`src/rtl/a_fifo.sv`:
```
// Purpose : single-clock FIFO, C_DEPTH x C_WIDTH, full/empty flags, registered read port.
// Latency : write visible to the read side the edge after it lands; read data on o_rd_data right after the accepting edge.
// Backpr. : writes while o_full and reads while o_empty are dropped with no state change.
//
// Ports:
//   i_clk, i_rst_n       clock, asynchronous active-low reset
//   i_wen, i_wr_data     write request and data
//   o_full               C_DEPTH unread words held
//   i_ren                read request
//   o_empty              no unread words held
//   o_rd_data            registered read data, holds until the next accepted read
module a_fifo #(
  parameter int C_DEPTH = 64,
  parameter int C_WIDTH = 32
) (
  input  logic               i_clk,
  input  logic               i_rst_n,
  input  logic               i_wen,
  input  logic [C_WIDTH-1:0] i_wr_data,
  output logic               o_full,
  input  logic               i_ren,
  output logic               o_empty,
  output logic [C_WIDTH-1:0] o_rd_data
);

  localparam int AW = $clog2(C_DEPTH);
  localparam logic [AW:0] PTR_ONE = {{AW{1'b0}}, 1'b1};

  logic [C_WIDTH-1:0] mem [C_DEPTH];
  logic [AW:0]        wptr;
  logic [AW:0]        rptr;
  logic               wacc;
  logic               racc;

  // Pointers carry one extra wrap bit so equal addresses can be told apart
  // as empty (same lap) or full (writer one lap ahead).
  assign o_empty = (wptr == rptr);
  assign o_full  = (wptr[AW-1:0] == rptr[AW-1:0]) && (wptr[AW] != rptr[AW]);

  // Accepts look at the pre-edge flags: full+both reads only, empty+both writes only.
  assign wacc = i_wen && !o_full;
  assign racc = i_ren && !o_empty;

  // Storage is deliberately left out of reset; stale contents are never
  // reachable because reset realigns the pointers.
  always_ff @(posedge i_clk) begin
    if (wacc) begin
      mem[wptr[AW-1:0]] <= i_wr_data;
    end
  end

  always_ff @(posedge i_clk or negedge i_rst_n) begin
    if (!i_rst_n) begin
      wptr      <= '0;
      rptr      <= '0;
      o_rd_data <= '0;
    end else begin
      if (wacc) begin
        wptr <= wptr + PTR_ONE;
      end
      if (racc) begin
        o_rd_data <= mem[rptr[AW-1:0]];
        rptr      <= rptr + PTR_ONE;
      end
    end
  end

endmodule

```
`config.mk`:
```
export PLATFORM = sky130hd
export DESIGN_NAME = a_fifo
export DESIGN_NICKNAME = d
export VERILOG_FILES = /design/src/rtl/a_fifo.sv
export SDC_FILE = /design/constraint.sdc
export NUM_CORES = 2
export LEC_CHECK = 0
export ABC_AREA = 1
export BUFFER_PORTS_ARGS = -buffer_cell sky130_fd_sc_hd__buf_4
export CAP_MARGIN = 20
export CORE_MARGIN = 2
export CORE_UTILIZATION = 45
export DETAILED_ROUTE_END_ITERATION = 7
export SLEW_MARGIN = 10
export SYNTH_ARGS = -nofsm -noshare
export SYNTH_HDL_FRONTEND = slang
export SYNTH_SLANG_ARGS = --single-unit
export TNS_END_PERCENT = 50
```
`constraint.sdc`:
```
create_clock -name i_clk -period 3.35 [get_ports i_clk]
set_input_delay 0.335 -clock i_clk [delete_from_list [all_inputs] [get_ports i_clk]]
set_output_delay 0.335 -clock i_clk [all_outputs]
set_load 0.005 [all_outputs]
```
=== After elaboration in Yosys (flattened, before gate mapping) ===
Memories as Yosys holds them, arrays and structs flattened. A register that Yosys moved wholly into a read port is not among the register bits.
Cells that the tools add are included.

* Bits in registers: 14
* Memory bits (writable): 2048
* Bits of input ports: 36
* Output and inout bits: 34
* Logic and storage cells: 16
* Memories: 1

{| class="wikitable"
|+ Memory list
! name !! words !! width !! read ports !! clocked after Yosys merged registers in !! wr ports !! line !! source
|-
| mem || 64 || 32 || 1 || 1 || 1 || 29 || <nowiki>logic [C_WIDTH-1:0] mem [C_DEPTH];</nowiki>
|}

* Add/subtract/negate cells: 2
* Eq/ne operators: 3
* Multiplexer cells: 2
* Reductions and logical operators: 6

{| class="wikitable"
|+ Operators by type and width
! kind !! count
|-
| $add 7x1->7 const B || 2
|-
| $eq 7x7->1 || 1
|-
| $eq 6x6->1 || 1
|-
| $logic_and 1x1->1 || 3
|-
| $logic_not 1->1 || 3
|-
| $mux 1 || 2
|-
| $ne 1x1->1 || 1
|}

=== Logic depth before layout (Yosys ltp) ===
* Depth in word-level cells: 6
* Mapped depth: 17
* Mapped depth without buffers: 13

=== Least setup slack after synthesis ===
Ideal clock, no wire load.

* Path kind: reg2reg
* From: register rptr[0]
* To: memory mem[55][0] (enable)
* Library setup time: 0.461 ns
* Arrival time: 3.253 ns
* Required time: 2.889 ns
* Slack: -0.364 ns
* Stages on the path, launching flop included: 9
* Path buffers: 1
* Clock period less this slack: 3.714 ns
* Cell sequence: dfrtp_1 -> buf_4 -> xor2_1 -> nor2_1 -> nand2_1 -> nor2_1 -> nand2_1 -> nand2_2 -> nor3_1

* Word-level cells in the longest chain between the ends: 6

{| class="wikitable"
|+ Ends and longest elaborated chain
! item !! line !! source
|-
| from (decl) || 31 || <nowiki>logic [AW:0] rptr;</nowiki>
|-
| from (signal assigned) || 63 || <nowiki>rptr <= rptr + PTR_ONE;</nowiki>
|-
| $eq 6x6->1 || 38 || <nowiki>assign o_full = (wptr[AW-1:0] == rptr[AW-1:0]) && (wptr[AW] != rptr[AW]);</nowiki>
|-
| $logic_and 1x1->1 || 38 ||
|-
| $logic_not 1->1 || 41 || <nowiki>assign wacc = i_wen && !o_full;</nowiki>
|-
| $logic_and 1x1->1 || 41 ||
|-
| $mux 1 || 47 || <nowiki>if (wacc) begin</nowiki>
|-
| $mux 1 (implied by the code) || 48 || <nowiki>mem[wptr[AW-1:0]] <= i_wr_data;</nowiki>
|-
| to (decl) || 29 ||
|}

No other way between the ends.

=== Worst setup path after layout ===
* From: register rptr[0]
* To: register o_rd_data[29] (read register of mem)

* Word-level cells in the longest chain between the ends: 3

{| class="wikitable"
|+ Ends and longest elaborated chain
! item !! line !! source
|-
| $eq 7x7->1 || 37 || <nowiki>assign o_empty = (wptr == rptr);</nowiki>
|-
| $logic_not 1->1 || 42 || <nowiki>assign racc = i_ren && !o_empty;</nowiki>
|-
| $logic_and 1x1->1 || 42 ||
|-
| to (decl) || 23 || <nowiki>output logic [C_WIDTH-1:0] o_rd_data</nowiki>
|}

Parallel ways exist; a longest one is shown, timed or not.
A chain may end at the register's enable or synchronous reset.

==> results.md <==
- Status: completed
- DP Worst Slack: -0.00331 ns
- Total wire length: around 260,000 um
- Initial antenna violation count: 9
- Die width: between 400 and 500 um
- Reg2reg path depth: 15
- FP Rows: between 150 and 200
- DIE HEIGHT: ~450 um
- DIE AREA: between 0.2 and 0.25 mm2
- Final Skew: around 0.040 ns
- Core Area: ~0.2 mm2
- Hold Vio Cnt, Final: 0
- Fillcell total: ~17,000
- CTS buffer count: roughly 210
- Layout cells sized above 1: 0.0799
- Pre-antenna DRT Iters: 6
- Seq cells post-synth: around 2,100
- Critical Path RT: a little over 4 ns
- Largest net degree at the start of global routing: ~140
- Gr ovfl total: 0
- Design Power: 85.5 mW
- Max-Cap Viols: 0
- Worst slew margin: 0.248
- RR Endpoint: o_rd_data[29]
- Clk_lat worst skew: between 0.8 and 0.9 ns
- Final worst slack: 0.111 ns
- Largest stage delay, worst path: 0.50 ns
- Antenna Nets Post-Route: 0
- Synthesis-to-finish area growth: 13.7%
- Ys Warns: 0
- Port Buffers: 69
- Element type at the critical path end: flop
- CTS tree: done
- Critical path, cell by cell: buf_12 > inv_16 > buf_12 > buf_16 > nand2_1 > nand3_1 > nand2_1 > nand2_1 > nand2_1 > inv_1 > nand2_1 > nand2_1 > nand3_2 > nor2_1 > nor2_1
- R2r setup slk: about 0.11 ns
- Drt via density: approximately 5.3
- Worst r2r src: rptr[0]
- Power per cell area: ~840 mW/mm2
- Number of global-route vias before repair: about 57,000
- CTS clock-pin slew for the worst setup and hold paths: ~0.060 ns
- CP Launch Type: flop
- VDD IR-drop max: about 930 uV
- Total Routing Usage GR: 0.258
- Final count of negative-setup-slack endpoints: 0
- Max clock buf depth: 3
- Worst hold path class: in -> reg
- Setup TNS: 0 ns
- Via count: slightly above 60,000
- Util after Layout: 0.515
- Worst setup path end: o_rd_data[29]
- Drt wl/cell: between 20 and 25 um
- WP data arrival: approximately 4.0 ns
- Ports: 70
- Dpl cell area: ~0.094 mm2
- Sequential area share after synthesis: 0.702
- Slew Viols, Final: 0
- Final GP Congestion: between 0.9 and 1
- Crit path from: rptr[0]
- Cell mode on critical path: nand2_1
- Post-Syn Area per Cell: 10.4 um2
- # Post-CTS Setup Buffers: 0
- CTS HTree Levels: 4
- Starting Density: 0.452
- Starting DRT DRC Count: roughly 6,700
- Placed Cells incl. Taps: 11,132
- Fin crit period: roughly 3.2 ns
- First-pass GRT wire length: about 390,000 um
- RSZ-0062 raised after global routing: no
- Cell Area, Synth: 0.0892 mm2
- Detailed-route DRC error count: 0
- Design area: ~0.10 mm2
- Maximum clock rate: approximately 0.3 GHz
- Non-Filler Instances: 11,543
- Mapped Nets: a little under 9,000
- Sinks on Clock Net: around 2,100
- Yosys cell types: 30
- Crit path kind: reg -> reg
- Crit-path max FO: 64
- Clock root buffer: clkbuf_16
- DP HPWL: about 150,000 um
- Slew @ Worst Pin: ~1.1 ns
- Hold path cells: 1
- Fin Hold WS: 0.0913 ns
- Synth Instances: about 8,600
- Max stage delay cell, worst path: dfrtp_4
- Leakage: roughly 42 nW
- Nets: 8,751
- Period utilization: 0.967
-- report_power, final --
part           total [mW]  internal (mW)  switching (mW)
sequential           30.5           30.0           0.540
clock                23.8           13.6            10.2
combinational        31.2           8.53            22.7
total                85.5           52.1            33.4
-- how the worst min path moves through the flow --
| stage | to | startpoint |
|---|---|---|
| 2_1_floorplan | o_rd_data[0] | i_rst_n |
| 3_3_place_gp | o_rd_data[29] | i_rst_n |
| 3_5_place_dp | o_rd_data[29] | i_rst_n |
| 4_1_cts | mem[14][6] | i_wr_data[6] |
| 5_1_grt | mem[44][31] | i_wr_data[31] |
| 6_report | mem[44][31] | i_wr_data[31] |
-- cells in the final DEF (no fill, tap or decap), types with 3 or more instances in the layout --
cell	netlist	layout
buf_12	0	83
xnor2_1	4	4
nand3_1	949	948
dfrtp_1	46	42
clkinvlp_4	0	8
inv_1	1165	1163
clkinv_1	2	57
nor2_1	753	690
buf_4	25	227
clkinv_2	0	33
or2_2	16	16
dfrtp_4	0	3
clkbuf_8	0	7
nor2_4	0	62
edfxtp_1	2048	2048
o211ai_1	5	5
nand4_1	7	7
o21ai_1	19	19
inv_6	0	7
nand2_1	2907	2907
o21ai_0	195	195
inv_16	0	5
inv_2	4	3
diode_2	0	5
bufinv_16	0	20
a21oi_1	39	39
clkinv_16	0	3
clkbuf_16	0	218
nor3_2	0	3
clkbuf_1	147	46
dlygate4sd3_1	0	3
xor2_1	11	11
-- cells in the mapped netlist --
cell      count  area share
nor2_2        1    0.000070
nand3_1     949       0.053
xnor2_1       4     0.00039
buf_2       202       0.011
inv_2         4     0.00017
buf_6         5     0.00063
edfxtp_1   2048        0.69
nand4_2       1     0.00014
or2_2        16      0.0011
nand2_1    2907        0.12
nor3_1        3     0.00017
clkbuf_1    147      0.0062
nand3_2       1     0.00011
o211ai_1      5     0.00042
o21ai_2       1    0.000098
o31ai_1       1    0.000084
nor2_1      753       0.032
nand2_2       1    0.000070
a21oi_1      39      0.0022
buf_1        54      0.0023
inv_4         1    0.000070
ha_1          2     0.00028
dfrtp_1      46       0.013
inv_1      1165       0.049
clkinv_1      2    0.000084
o21ai_1      19      0.0011
nand4_1       7     0.00049
o21ai_0     195       0.011
buf_4        25      0.0021
xor2_1       11      0.0011
-- cell type report --
cell class	instances	area, um2	area share
clock inverters	130	1260	0.0124
repair inverters	1	8.76	0.0000863
inverters	1172	4430	0.0437
well taps	2640	3300	0.0326
flip-flops and latches	2094	62700	0.618
diodes	5	12.5	0.000123
repair buffers	314	3420	0.0337
clock buffers	271	5720	0.0564
multi-input cells	4916	20600	0.203
-- cells by family (layout without fill, tap and decap cells) --
logic type      after synthesis  in the layout  synth area share
simple gates               4639           4639             0.209
flops                      2094           2094             0.702
buf+inv                    1605           1888            0.0719
compound gates              260            260            0.0148
xor+xnor                     15             15           0.00147
fa+ha+maj                     2              2          0.000280
other cells                   0              5                 0
-- metal layers --
metal	vias to the layer above	track usage	wire length, um
met3	401	0.0371	21100
met1	29739	0.362	110000
met4	0	0.0996	10400
met2	2492	0.407	122000
met5	-	0	0
li1	28043	-	-
-- sequential cells by signal, indices dropped and copies added (netlist names) --
register   count
rptr           7
o_rd_data     32
wptr           7
mem         2048
-- worst max-delay path, delay by kind of cell, from the launching register on --
family | cells | cell delay (ns)
buf+inv | 5 | 1.27
simple gates | 10 | 1.17
flops | 1 | 0.50
-- timing repair --
item,4_1_cts,5_1_grt
setup endpoints to repair,1,1
gates cloned,1,0
endpoints found under the hold margin,54,0
gates resized for setup,0,2
hold buffers,3,0
Note: power is estimated with default switching activity, not from simulation.
